==> src/rtl/alu_pkg.sv <==
// Opcode encodings and default widths shared between the TP1 ALU and its input loader.
package alu_pkg;

  localparam int ALU_DATA_W = 4;
  localparam int ALU_OP_W   = 6;

  localparam logic [5:0] OP_ADD = 6'b100000;
  localparam logic [5:0] OP_SUB = 6'b100010;
  localparam logic [5:0] OP_AND = 6'b100100;
  localparam logic [5:0] OP_OR  = 6'b100101;
  localparam logic [5:0] OP_XOR = 6'b100110;
  localparam logic [5:0] OP_SRA = 6'b000011;
  localparam logic [5:0] OP_SRL = 6'b000010;
  localparam logic [5:0] OP_NOR = 6'b100111;

endpackage

==> src/rtl/btn_debounce.sv <==
// Push-button conditioner: 2-FF synchronizer, stable-count debouncer, one-cycle press pulse.
module btn_debounce #(
  parameter int DEBOUNCE_CYCLES = 1_000_000
) (
  input  logic clk,
  input  logic i_rst_n,
  input  logic i_btn,
  output logic o_press
);

  localparam int CNT_W = (DEBOUNCE_CYCLES > 2) ? $clog2(DEBOUNCE_CYCLES) : 1;
  localparam logic [CNT_W-1:0] CNT_LAST = CNT_W'(DEBOUNCE_CYCLES - 1);

  logic [1:0]       sync_q;
  logic             deb_q, deb_d;
  logic             deb_prev_q;
  logic [CNT_W-1:0] cnt_q, cnt_d;

  // NOTE: every combinational output gets a default before any branch, so no latch is inferred.
  always_comb begin
    deb_d = deb_q;
    cnt_d = '0;
    if (sync_q[1] != deb_q) begin
      // The increment that would reach DEBOUNCE_CYCLES flips the level instead, so the count never wraps.
      if (cnt_q >= CNT_LAST) begin
        deb_d = sync_q[1];
      end else begin
        cnt_d = cnt_q + CNT_W'(1);
      end
    end
  end

  // NOTE: state registers use non-blocking assignments so every flop samples pre-edge values.
  always_ff @(posedge clk) begin
    if (!i_rst_n) begin
      sync_q     <= '0;
      deb_q      <= 1'b0;
      deb_prev_q <= 1'b0;
      cnt_q      <= '0;
    end else begin
      sync_q     <= {sync_q[0], i_btn};
      deb_q      <= deb_d;
      deb_prev_q <= deb_q;
      cnt_q      <= cnt_d;
    end
  end

  assign o_press = deb_q & ~deb_prev_q;

endmodule

==> src/rtl/alu_input_loader.sv <==
// Latches board switches into ALU operand A, operand B and opcode on debounced button presses.
module alu_input_loader
  import alu_pkg::*;
#(
  parameter int DATA_W          = ALU_DATA_W,
  parameter int OP_W            = ALU_OP_W,
  parameter int SW_W            = 8,
  parameter int DEBOUNCE_CYCLES = 1_000_000
) (
  input  logic              clk,
  input  logic              i_rst_n,
  input  logic [SW_W-1:0]   i_sw,
  input  logic              i_btn_a,
  input  logic              i_btn_b,
  input  logic              i_btn_op,
  output logic [DATA_W-1:0] o_datoA,
  output logic [DATA_W-1:0] o_datoB,
  output logic [OP_W-1:0]   o_operation,
  output logic [2:0]        o_loaded,
  output logic              o_valid
);

  logic [SW_W-1:0]   sw_meta_q, sw_sync_q;
  logic [DATA_W-1:0] dato_a_q, dato_a_d;
  logic [DATA_W-1:0] dato_b_q, dato_b_d;
  logic [OP_W-1:0]   op_q, op_d;
  logic [2:0]        loaded_q, loaded_d;
  logic              valid_q;
  logic              load_a, load_b, load_op;

  btn_debounce #(.DEBOUNCE_CYCLES(DEBOUNCE_CYCLES)) u_deb_a (
    .clk(clk), .i_rst_n(i_rst_n), .i_btn(i_btn_a), .o_press(load_a)
  );
  btn_debounce #(.DEBOUNCE_CYCLES(DEBOUNCE_CYCLES)) u_deb_b (
    .clk(clk), .i_rst_n(i_rst_n), .i_btn(i_btn_b), .o_press(load_b)
  );
  btn_debounce #(.DEBOUNCE_CYCLES(DEBOUNCE_CYCLES)) u_deb_op (
    .clk(clk), .i_rst_n(i_rst_n), .i_btn(i_btn_op), .o_press(load_op)
  );

  always_comb begin
    dato_a_d = load_a  ? sw_sync_q[DATA_W-1:0] : dato_a_q;
    dato_b_d = load_b  ? sw_sync_q[DATA_W-1:0] : dato_b_q;
    op_d     = load_op ? sw_sync_q[OP_W-1:0]   : op_q;
    loaded_d = loaded_q | {load_op, load_b, load_a};
  end

  always_ff @(posedge clk) begin
    if (!i_rst_n) begin
      sw_meta_q <= '0;
      sw_sync_q <= '0;
      dato_a_q  <= '0;
      dato_b_q  <= '0;
      op_q      <= OP_W'(OP_ADD);
      loaded_q  <= '0;
      valid_q   <= 1'b0;
    end else begin
      sw_meta_q <= i_sw;
      sw_sync_q <= sw_meta_q;
      dato_a_q  <= dato_a_d;
      dato_b_q  <= dato_b_d;
      op_q      <= op_d;
      loaded_q  <= loaded_d;
      valid_q   <= &loaded_d;
    end
  end

  // Switch bits above the operand/opcode widths are synchronized but have no consumer.
  logic unused_sw;
  assign unused_sw = ^sw_sync_q;

  assign o_datoA     = dato_a_q;
  assign o_datoB     = dato_b_q;
  assign o_operation = op_q;
  assign o_loaded    = loaded_q;
  assign o_valid     = valid_q;

endmodule

==> config.mk <==
export PLATFORM = sky130hd
export DESIGN_NAME = alu_input_loader
export DESIGN_NICKNAME = d
export VERILOG_FILES = /design/src/rtl/alu_pkg.sv /design/src/rtl/btn_debounce.sv /design/src/rtl/alu_input_loader.sv
export SDC_FILE = /design/constraint.sdc
export NUM_CORES = 1
export LEC_CHECK = 0
export ABC_AREA = 1
export BUFFER_PORTS_ARGS = -buffer_cell sky130_fd_sc_hd__buf_2
export CORE_ASPECT_RATIO = 1.75
export CORE_MARGIN = 3
export CORE_UTILIZATION = 55
export CTS_BUF_LIST = sky130_fd_sc_hd__clkbuf_4
export DETAILED_ROUTE_END_ITERATION = 7
export MAX_ROUTING_LAYER = met4
export PLACE_DENSITY_LB_ADDON = 0.08
export SLEW_MARGIN = 20
export SYNTH_ARGS = -nofsm -noshare
export SYNTH_HDL_FRONTEND = slang
export SYNTH_SLANG_ARGS = --single-unit
==> constraint.sdc <==
create_clock -name clk -period 3.05 [get_ports clk]
set_clock_uncertainty 0.05 [all_clocks]
set_input_delay 0.4575 -clock clk [delete_from_list [all_inputs] [get_ports clk]]
set_output_delay 0.4575 -clock clk [all_outputs]
set_load 0.02 [all_outputs]
Word-level counts from Yosys, hierarchy flattened
Index checks and enable logic that the tools add are counted.

word-level totals
  word-level logic and storage cells = 46
  output and inout bits = 18
  input port bits = 13
  register bits = 102

cells by class
  $lt $le $gt $ge = 3
  bitwise gates (word level) = 11
  eq/ne operators = 3
  reductions and logical operators = 7
  add/subtract/negate cells = 3

operators by type and width
  operator                                        count
  adder 20 x 1 -> 20 bit (second input constant)  3
  >= comparator 20 bit (second input constant)    3
  OR reduction 3 bit                              3
  inverter 1 bit                                  7
  AND reduction 2 bit                             3
  bitwise AND 1 bit                               3
  inequality test 1 bit                           3
  OR 3 bit                                        1
  AND reduction 3 bit                             1

Depth between registers and ports, before layout
Gate-level depths: netlist of run 1.

  depth in word-level cells = 4
  gate-level depth with buffers = 10

Modules after synthesis
From an unflattened synthesis of run 1, not the netlist that was laid out.

unflattened totals
  cells, all modules = 629
  area, all modules = 4555.6 sq um

by module, submodules not included
  module            sequential area each (sq um)  cells each  area an instance (sq um)  instances
  btn_debounce      480.5                         172         1199.9                    3
  alu_input_loader  600.6                         113         955.9                     1

Least setup slack after synthesis of run 1
No wires, ideal clock.

  path kind = reg-to-reg
  from = reg u_deb_op.cnt_q[0]
  to = reg u_deb_op.cnt_q[17]
  library setup time = 0.115 ns
  stages on the path, launching flop included = 10
  path buffers = 1
  clock period less this slack = 1.428 ns
  required time = 2.885 ns
  arrival time = 1.264 ns
  slack = 1.622 ns
  cells stage by stage = dfxtp_1 ha_1 nand3_2 nor2_1 inv_1 nand3_1 nand2_1 nand4_2 buf_6 nor2_1

between the ends
  word-level cells in the longest chain between the ends = 2

ends and longest elaborated chain
  element                       line                source
  start: declaration            btn_debounce.sv:17  logic [CNT_W-1:0] cnt_q, cnt_d;
  start signal: assignment      btn_debounce.sv:44  cnt_q <= cnt_d;
  >= comparator 20 bit          btn_debounce.sv:25  if (cnt_q >= CNT_LAST) begin
  OR reduction 3 bit (no line)  n/a

Parallel ways exist; a longest one is shown, timed or not.
A chain may end at the register's enable or synchronous reset.

Worst setup path after layout of run 1
  from = reg u_deb_op.cnt_q[0]
  to = reg u_deb_op.cnt_q[8]

The elaborated chain is that of the path after synthesis.

==> results of run 1 <==
-- metal layers --
| metal | vias to the layer above | global-route usage | part of all wire |
|---|---|---|---|
| li1 | 1833 | - | - |
| met1 | 1595 | 0.191 | 0.41 |
| met2 | 47 | 0.351 | 0.53 |
| met3 | 27 | 0.0448 | 0.026 |
| met4 | 0 | 0.0855 | 0.033 |
| met5 | - | - | 0 |
-- cell families after synthesis --
kind of cell    synth area share
fa+ha+maj                0.00865
simple gates               0.300
xor+xnor                   0.101
flops                      0.470
compound gates            0.0300
buf+inv                   0.0899
-- critical path: cells and delay by family (launching register included) --
family	cells	cell delay [ps]
simple gates	6	1060
fa+ha+maj	1	230
flops	1	350
buf+inv	1	60
-- cells in the final DEF (no fill, tap or decap), drive strengths merged --
cell and n:
o21bai 3, o21ai 16, nor3 14, bufinv 2, clkinv 2, o211ai 1, a21oi 4, nand2 100
nor4 1, ha 3, nor2 154, nand4 11, nand3b 3, xnor2 17, dfxtp 102, nand3 27
inv 87, clkbuf 9, xor2 33, buf 30
-- flip-flops by register name, summed over array words and instances (netlist names), 2 cells and up --
signal and count:
u_deb_op.cnt_q 20, u_deb_op.sync_q 2, o_datoA 4, o_operation 6
u_deb_a.sync_q 2, u_deb_b.sync_q 2, sw_sync_q 6, o_loaded 3
u_deb_a.cnt_q 20, o_datoB 4, u_deb_b.cnt_q 20, sw_meta_q 6
-- how the worst max path moves through the flow --
stage,start,to,depth (start not counted)
floorplan,u_deb_op.cnt_q[0],u_deb_op.cnt_q[17],9
global placement,i_rst_n,u_deb_op.cnt_q[0],3
detailed placement,i_rst_n,u_deb_op.cnt_q[12],3
CTS,u_deb_op.cnt_q[0],u_deb_op.cnt_q[8],8
global route,u_deb_op.cnt_q[0],u_deb_op.cnt_q[16],8
finish,u_deb_op.cnt_q[0],u_deb_op.cnt_q[8],8
-- layout make-up --
class	instances	share of cell area
inverters	84	0.0671
well taps	88	0.0234
flip-flops and latches	102	0.434
multi-input cells	387	0.406
clock buffers	9	0.0144
clock inverters	7	0.0221
repair buffers	30	0.0330
-- cell usage after synthesis (9+ instances only) --
cell	count	area, um2
nor2_1	145	544
nand4_1	10	62.6
dfxtp_1	102	2040
nor2_2	9	56.3
nor3_1	13	65.1
xor2_1	33	289
inv_1	83	312
o21ai_0	15	75.1
nand3_1	26	130
nand2_1	97	364
xnor2_1	17	149
-- metrics by stage --
| stage | worst slack (ps) | utilization | cells | cell area (um2) | hold WS (ps) |
|---|---|---|---|---|---|
| floorplan | 1620 | - | 583 | 4340 | 340 |
| global placement | 1250 | 0.595 | 691 | 4530 | 345 |
| detailed placement | 1220 | 0.595 | 691 | 4530 | 350 |
| CTS | 1220 | 0.617 | 707 | 4700 | 82.3 |
| global route | 984 | 0.617 | 707 | 4700 | 79.0 |
| finish | 1230 | 0.617 | 707 | 4700 | 109 |
-- power groups by stage --
stage / logic [W] / clock network (W) / registers, W
6_report: 0.0000337 / 0.000804 / 0.00135
5_1_grt: 0.0000387 / 0.000880 / 0.00135
4_1_cts: 0.0000345 / 0.000835 / 0.00135
3_5_place_dp: 0.0000344 / 0 / 0.00138
3_3_place_gp: 0.0000333 / 0 / 0.00138
2_1_floorplan: 0.0000251 / 0 / 0.00138
==> flow_metrics.env, run 1 <==
export IMPL_critPathCaptureType="flip-flop"
export IMPL_cpMaxStageDelayCell="nand4_2"
export IMPL_grt_pass1_wl_mm=13.5
export IMPL_synth_nets=599
export IMPL_finish_net_count=630
export IMPL_hold_class="in -> reg"
export IMPL_fmax_mhz=548
export IMPL_slowest_delay_ps=420
export IMPL_finalMaxSlewViolations=0
export IMPL_cp_max_fo=20
export IMPL_initial_utilization=0.570
export IMPL_overflow=0
export IMPL_path_class="reg -> reg"
export IMPL_reg2reg_to="u_deb_op.cnt_q[8]"
export IMPL_ant_nets=0
export IMPL_max_slew_worst_pin_slew_ps=540
export IMPL_cts_resized_gates=0
export IMPL_p_int_w=0.00170
export IMPL_antenna_cells=0
export IMPL_routed_wl_mm=7.69
export IMPL_root_buffer="clkbuf_4"
export IMPL_worst_ep_arrival_time_ps=2170
export IMPL_synthArstFlopShare=0
export IMPL_synthesis_area_um2=4340
export IMPL_comb_power_share=0.015
export IMPL_place_hpwl_mm=5.80
export IMPL_cts_hold_buf=0
export IMPL_numPortBuffers=28
export IMPL_areaGrowthSynthToFinish_pct=8.33
export IMPL_gp_congestion=0.904
export IMPL_core_area_um2=7620
export IMPL_htree_num_levels=3
export IMPL_period_minus_slack_ps=1820
export IMPL_hold_viol=0
export IMPL_synth_warnings=0
export IMPL_die_area_um2=9040
export IMPL_grt_pass1_vias=3404
export IMPL_grt_antenna_before_repair=0
export IMPL_drc=0
export IMPL_cpMostUsedCell="nor2_1"
export IMPL_clkTransAtPathRegs_ps=160
export IMPL_vias_per_cell=4.95
export IMPL_grt_usage=0.193
export IMPL_io_pins=31
export IMPL_hold_end="sw_meta_q[2]"
export IMPL_dieHeight_um=124
export IMPL_regToRegSetupSlack_ps=1230
export IMPL_ys_ff_latch=102
export IMPL_routedWlPerCell_um=10.9
export IMPL_hold_path_depth=3
export IMPL_cts_sinks=102
export IMPL_finalPower_w=0.00219
export IMPL_p_clk_frac=0.367
export IMPL_setup_viol=0
export IMPL_ir_drop_uv=337
export IMPL_vias=3502
export IMPL_drive_gt1_frac=0.0985
export IMPL_power_frac_seq=0.617
export IMPL_cts_tree="built"
export IMPL_max_cap_violations=0
export IMPL_fillers=720
export IMPL_finalCritPeriodShare=0.598
export IMPL_cp_data_required_time_ps=3400
export IMPL_regArea_um2=2040
export IMPL_path_cells="ha_1 -> nand3_2 -> nor2_1 -> inv_1 -> nand3_1 -> nand2_1 -> nand4_2 -> nor2_1"
export IMPL_hold_path_startpoint="i_sw[2]"
export IMPL_rr_worst_depth=8
export IMPL_status="finished, final reports clean"
export IMPL_grt_max_degree=33
export IMPL_ys_types=26
export IMPL_synth_cells=583
export IMPL_p_leak_nw=1.98
export IMPL_post_cts_buffers=0
export IMPL_power_density_nw_per_um2=465
export IMPL_critPathLaunchType="flip-flop"
export IMPL_r2r_start="u_deb_op.cnt_q[0]"
export IMPL_first_iter_violations=175
export IMPL_cts_buffer_depth=2
export IMPL_p_sw_frac=0.222
export IMPL_cts_made_buffers=9
export IMPL_finalSetupTns_ps=0
export IMPL_rsz0062_at_grt="no"
export IMPL_slew_headroom=0.639
export IMPL_syn_avg_cell_area_um2=7.44
export IMPL_num_rows=42
export IMPL_dr_pass1_iters=6
export IMPL_synth_edf_count=0
export IMPL_clk_latency_ps=470
export IMPL_multi_input_area_um2=1910
export IMPL_p_switching_w=0.000485
export IMPL_ys_flop_type="dfxtp_1"
export IMPL_ys_seq_area_frac=0.470
export IMPL_die_x_um=73.2
No activity file was read; power rests on OpenSTA's default activity.
==> inputs of run 2 (changes only) <==
==> constraint.sdc (replaced) <==
create_clock -name clk -period 1.5 [get_ports clk]
set_clock_uncertainty 0.05 [all_clocks]
set_input_delay 0.225 -clock clk [delete_from_list [all_inputs] [get_ports clk]]
set_output_delay 0.225 -clock clk [all_outputs]
set_load 0.02 [all_outputs]
==> run 2 against run 1 <==
Net effect:
- the flow now finishes with violations (setup timing)
- utilization up 11 points
- sequential power up 100%
- wire length up 24%
- first-iteration DRC count up 2.9%
- maximum frequency up 21%
- register-to-register slack worse by 1200 ps
- worst setup slack worse by 1200 ps
- count of clock-buffer cells in the layout unchanged
- via count up 7.0%
- combinational power rose to 4.3 times the previous value
- global-route usage up 1.3 points
- cell area up 18%
- largest power group unchanged
- highest routed layer unchanged
==> flow_metrics.env, run 2 (synthesized netlist as in run 1, its figures left out) <==
export IMPL_rsz0062_at_grt="yes"
export IMPL_status="complete, but fails checks"
export IMPL_multi_input_area_um2=2210
export IMPL_root_buffer="clkbuf_4"
export IMPL_dr_max_layer_used="met4"
export IMPL_reg2reg_to="u_deb_a.cnt_q[4]"
export IMPL_hold_viol=0
export IMPL_period_minus_slack_ps=1510
export IMPL_finish_net_count=679
export IMPL_slowest_delay_ps=380
export IMPL_grt_pass1_wl_mm=14.2
export IMPL_drt_met1_wl_mm=3.61
export IMPL_fillers=587
export IMPL_critPathLaunchType="flip-flop"
export IMPL_setup_viol=5
export IMPL_dr_pass1_iters=7
export IMPL_power_density_nw_per_um2=771
export IMPL_cp_data_required_time_ps=1810
export IMPL_path_class="reg -> reg"
export IMPL_die_x_um=73.2
export IMPL_place_hpwl_mm=6.08
export IMPL_slew_headroom=0.794
export IMPL_first_iter_violations=180
export IMPL_fmax_mhz=662
export IMPL_layout_common_cells="nor2_1 (108), nand2_1 (89), dfxtp_1 (82)"
export IMPL_regArea_um2=2070
export IMPL_wl_met3_um=279
export IMPL_dieHeight_um=124
export IMPL_drive_gt1_frac=0.269
export IMPL_r2r_start="u_deb_a.cnt_q[1]"
export IMPL_grt_max_degree=23
export IMPL_cts_tree="built"
export IMPL_max_cap_violations=0
export IMPL_hold_path_startpoint="sw_meta_q[5]"
export IMPL_startpoint="u_deb_a.cnt_q[1]"
export IMPL_routedWlPerCell_um=12.6
export IMPL_p_leak_nw=2.35
export IMPL_hold_path_depth=2
export IMPL_cp_max_fo=5
export IMPL_core_area_um2=7620
export IMPL_numPortBuffers=28
export IMPL_drc=0
export IMPL_finalMaxSlewViolations=0
export IMPL_max_slew_worst_pin_slew_ps=308
export IMPL_cts_sinks=102
export IMPL_ant_nets=0
export IMPL_reg_top3="u_deb_a.cnt_q x20, u_deb_b.cnt_q x20, u_deb_op.cnt_q x20"
export IMPL_vias_per_cell=4.95
export IMPL_num_rows=42
export IMPL_grt_pass1_vias=3474
export IMPL_regToRegSetupSlack_ps=-10
export IMPL_final_common_cell="nor2_1"
export IMPL_ir_drop_uv=803
export IMPL_overflow=0
export IMPL_clk_latency_ps=460
export IMPL_gp_congestion=0.929
export IMPL_io_pins=31
export IMPL_hold_end="sw_sync_q[5]"
export IMPL_hold_class="reg -> reg"
export IMPL_cpMaxStageDelayCell="dfxtp_2"
export IMPL_path_cells="ha_4 -> nand2_4 -> nor2_4 -> nand2_2 -> nand3_2 -> nand3_2 -> nand4_1 -> buf_6 -> clkbuf_16 -> nor2_2"
export IMPL_cpMostUsedCell="nand3_2"
export IMPL_initial_utilization=0.570
export IMPL_worst_ep_arrival_time_ps=1830
export IMPL_critPathCaptureType="flip-flop"
export IMPL_grt_usage=0.206
export IMPL_grt_antenna_before_repair=1
export IMPL_place_ws_ps=-114
export IMPL_finalCritPeriodShare=1.01
export IMPL_cts_buffer_depth=2
export IMPL_die_area_um2=9040
export IMPL_rr_worst_depth=10
export IMPL_routed_wl_mm=9.52
export IMPL_cts_made_buffers=9
export IMPL_finalSetupTns_ps=-28.1
export IMPL_violations="setup timing"
export IMPL_met2WireLength_mm=5.37
export IMPL_htree_num_levels=3
export IMPL_worst_slack_ps=-10.9
export IMPL_vias=3748
export IMPL_areaGrowthSynthToFinish_pct=28.2
export IMPL_clkTransAtPathRegs_ps=170
-- run 2: cell types whose count changed in the layout (fill, tap and decap cells not counted), moves of 6 or more --
cell           previous run  this run
buf_4                     2        28
clkbuf_16                 0         6
dfxtp_1                 102        82
dfxtp_2                   0        18
dlygate4sd3_1             0        10
nand2_1                  97        89
nor2_1                  145       108
nor2_2                    9        31
nor2_4                    0        15
-- run 2: routing by layer --
metal	up-vias	GRT usage
met5	-	-
met1	1720	0.200
met3	24	0.0480
met4	0	0.0924
met2	66	0.377
li1	1938	-
-- run 2: layout make-up --
class,instances,share of cell area
Multi-Input combinational cell,387,0.398
Sequential cell,102,0.372
Timing Repair Buffer,79,0.127
Inverter,84,0.0567
Tap cell,88,0.0198
Clock inverter,7,0.0142
Clock buffer,9,0.0121
Antenna cell,1,0.000450
-- run 2: per-stage QoR --
stage | power (W) | cell area (um2) | instances | utilization | hold slack [ps]
finish | 0.00429 | 5560 | 757 | 0.730 | 379
global route | 0.00446 | 5560 | 757 | 0.730 | 388
CTS | 0.00429 | 4990 | 738 | 0.655 | 375
detailed placement | 0.00289 | 4730 | 712 | 0.620 | 351
global placement | 0.00288 | 4730 | 712 | 0.620 | 342
floorplan | 0.00285 | 4340 | 583 | - | 273
-- run 2: report_power, final --
group / switching [W] / internal (W)
combinational: 0.0000689 / 0.0000767
sequential: 0.0000121 / 0.00273
clock: 0.00101 / 0.000393
-- run 2: timing repair --
item / 4_1_cts / 5_1_grt
hold endpoints to repair: 11 / 0
setup buffers: 0 / 9
setup endpoints to repair: 40 / 61
cloned: 0 / 9
resized for setup: 7 / 99
pin swaps: 1 / 17
hold buffers: 10 / 0
-- run 2: worst max path at each step --
| stage | end | slack, ps |
|---|---|---|
| floorplan | u_deb_op.cnt_q[17] | 70 |
| global placement | u_deb_b.cnt_q[15] | -40 |
| detailed placement | u_deb_b.cnt_q[15] | -110 |
| CTS | u_deb_b.cnt_q[16] | 10 |
| global route | u_deb_a.cnt_q[8] | -90 |
| finish | u_deb_a.cnt_q[4] | -10 |
-- run 2: critical path: cells and delay by family (launching register included) --
kind                     cells  cell delay [ps]
adder cells (fa/ha/maj)      1              150
buffers and inverters        2              300
flip-flops                   1              380
AND/OR/NAND/NOR              7              530
==> inputs of run 3 (changes only) <==
--- a/config.mk
+++ b/config.mk
@@ -14,6 +14,7 @@
 export DETAILED_ROUTE_END_ITERATION = 7
 export MAX_ROUTING_LAYER = met4
 export PLACE_DENSITY_LB_ADDON = 0.08
+export RECOVER_POWER = 100
 export SLEW_MARGIN = 20
 export SYNTH_ARGS = -nofsm -noshare
 export SYNTH_HDL_FRONTEND = slang
==> run 3 against run 2 <==
Net effect:
- the flow still finishes with violations (setup timing)
- wire length is essentially flat
- sequential power about the same
- worst setup slack about the same
- critical path type unchanged
- largest power group unchanged
==> flow_metrics.env, run 3 (synthesized netlist as in run 1, its figures left out) <==
export IMPL_critPathLaunchType="flip-flop"
export IMPL_max_cap_violations=0
export IMPL_power_density_nw_per_um2=776
export IMPL_status="complete, but fails checks"
export IMPL_hold_viol=0
export IMPL_setup_viol=5
export IMPL_cpMaxStageDelayCell="dfxtp_2"
export IMPL_root_buffer="clkbuf_4"
export IMPL_cts_tree="built"
export IMPL_critical_path_top_delay_family="simple AND/OR/NAND/NOR gates"
export IMPL_path_cells="ha_4 -> nand2_4 -> nor2_4 -> nand2_2 -> nand3_2 -> nand3_2 -> nand4_1 -> buf_6 -> clkbuf_16 -> nor2_2"
export IMPL_drc=0
export IMPL_ant_nets=0
export IMPL_grt_pass1_vias=3474
export IMPL_numPortBuffers=28
export IMPL_worst_ep_arrival_time_ps=1830
export IMPL_violations="setup timing"
export IMPL_layout_common_cells="nor2_1 (108), nand2_1 (89), dfxtp_1 (82)"
export IMPL_grt_pass1_wl_mm=14.2
export IMPL_critPathCaptureType="flip-flop"
export IMPL_place_hpwl_mm=6.08
export IMPL_finalCritPeriodShare=1.01
export IMPL_grt_usage=0.206
export IMPL_slowest_delay_ps=380
export IMPL_finish_net_count=679
export IMPL_p_clk_frac=0.327
export IMPL_num_rows=42
export IMPL_finalMaxSlewViolations=0
export IMPL_drive_gt1_frac=0.240
export IMPL_cp_max_fo=5
export IMPL_period_minus_slack_ps=1510
export IMPL_cpMostUsedCell="nand3_2"
export IMPL_cts_sinks=102
export IMPL_routed_wl_mm=9.53
export IMPL_gp_congestion=0.929
export IMPL_placed_cells=712
export IMPL_grt_max_degree=23
export IMPL_clkTransAtPathRegs_ps=170
export IMPL_routedWlPerCell_um=12.6
export IMPL_max_slew_worst_pin_slew_ps=517
export IMPL_die_x_um=73.2
export IMPL_fin_cells=757
export IMPL_dr_pass1_iters=5
export IMPL_ir_drop_uv=803
export IMPL_htree_num_levels=3
export IMPL_path_class="reg -> reg"
export IMPL_cp_num_buf_inv=2
export IMPL_rsz0062_at_grt="yes"
export IMPL_p_sw_frac=0.255
export IMPL_first_iter_violations=189
export IMPL_worst_slack_ps=-11.0
export IMPL_timing_hold_ws_ps=380
export IMPL_clk_latency_ps=460
export IMPL_comb_power_share=0.033
export IMPL_vias_per_cell=4.96
export IMPL_final_common_cell="nor2_1"
export IMPL_power_frac_seq=0.639
export IMPL_p_int_w=0.00320
export IMPL_hold_class="reg -> reg"
export IMPL_cp_data_required_time_ps=1820
export IMPL_areaGrowthSynthToFinish_pct=27.4
export IMPL_cts_buffer_depth=2
export IMPL_die_area_um2=9040
export IMPL_overflow=0
export IMPL_reg_top3="u_deb_a.cnt_q x20, u_deb_b.cnt_q x20, u_deb_op.cnt_q x20"
export IMPL_io_pins=31
export IMPL_initial_utilization=0.570
export IMPL_fmax_mhz=662
export IMPL_cts_made_buffers=9
export IMPL_p_leak_nw=2.26
export IMPL_grt_antenna_before_repair=1
export IMPL_core_area_um2=7620
export IMPL_slew_headroom=0.656
export IMPL_p_switching_w=0.00109
export IMPL_dieHeight_um=124
export IMPL_vias=3752
## run 3: changes by cell type in the layout (fill, tap and decap cells not counted), sizes merged
cell / previous run / this run
buf: 63 / 42
clkbuf: 15 / 36
## run 3: worst reg2reg max path, stage by stage (launching register included)
cell and delay (ps):
dfxtp_2 380, ha_4 150, nand2_4 50, nor2_4 120
nand2_2 70, nand3_2 70, nand3_2 90, nand4_1 100
buf_6 150, clkbuf_16 150, nor2_2 30
## run 3: path summary, 6_finish.rpt
check                   startpoint                to  slack, ps  cells after the start
hold reg to reg       sw_meta_q[5]      sw_sync_q[5]        380                      2
hold / removal        sw_meta_q[5]      sw_sync_q[5]        380                      2
setup / recovery  u_deb_a.cnt_q[1]  u_deb_a.cnt_q[4]        -10                     10
setup reg to reg  u_deb_a.cnt_q[1]  u_deb_a.cnt_q[4]        -10                     10
## run 3: area by class of cell
class / instances / area [um2]
repair buffers: 79 / 673
clock inverters: 7 / 78.8
multi-input cells: 387 / 2210
diodes: 1 / 2.50
well taps: 88 / 110
flip-flops and latches: 102 / 2070
clock buffers: 9 / 67.6
inverters: 84 / 315
fillers: 602 / 2090
## run 3: power by group through the flow
stage          clock, W  sequential (W)  combinational (W)
2_1_floorplan         0         0.00280          0.0000511
3_3_place_gp          0         0.00280          0.0000810
3_5_place_dp          0         0.00280          0.0000831
4_1_cts         0.00144         0.00275           0.000103
5_1_grt         0.00155         0.00275           0.000158
6_report        0.00140         0.00274           0.000144
## run 3: metrics by stage
step | utilization | instance area, um2 | total power (W) | worst slack (ps) | TNS [ps]
after global routing | 0.726 | 5530 | 0.00445 | -87.8 | -1780
after global placement | 0.620 | 4730 | 0.00288 | -37.6 | -624
after detailed placement | 0.620 | 4730 | 0.00289 | -114 | -2130
after floorplan | - | 4340 | 0.00285 | 71.8 | 0
final | 0.726 | 5530 | 0.00429 | -11.0 | -28.6
after CTS | 0.655 | 4990 | 0.00429 | 10.7 | 0
## run 3: layer usage
layer | GRT usage | vias to the layer above | share of wire
li1 | - | 1938 | -
met1 | 0.200 | 1727 | 0.38
met2 | 0.377 | 62 | 0.56
met3 | 0.0480 | 25 | 0.029
met4 | 0.0924 | 0 | 0.027
met5 | - | - | 0
## run 3: repair_timing
item	4_1_cts	5_1_grt
resized for setup	7	99
buffers inserted	0	9
hold endpoints to repair	11	0
setup endpoints to repair	40	61
hold buffers	10	0
gates cloned	0	9
pin swaps	1	17
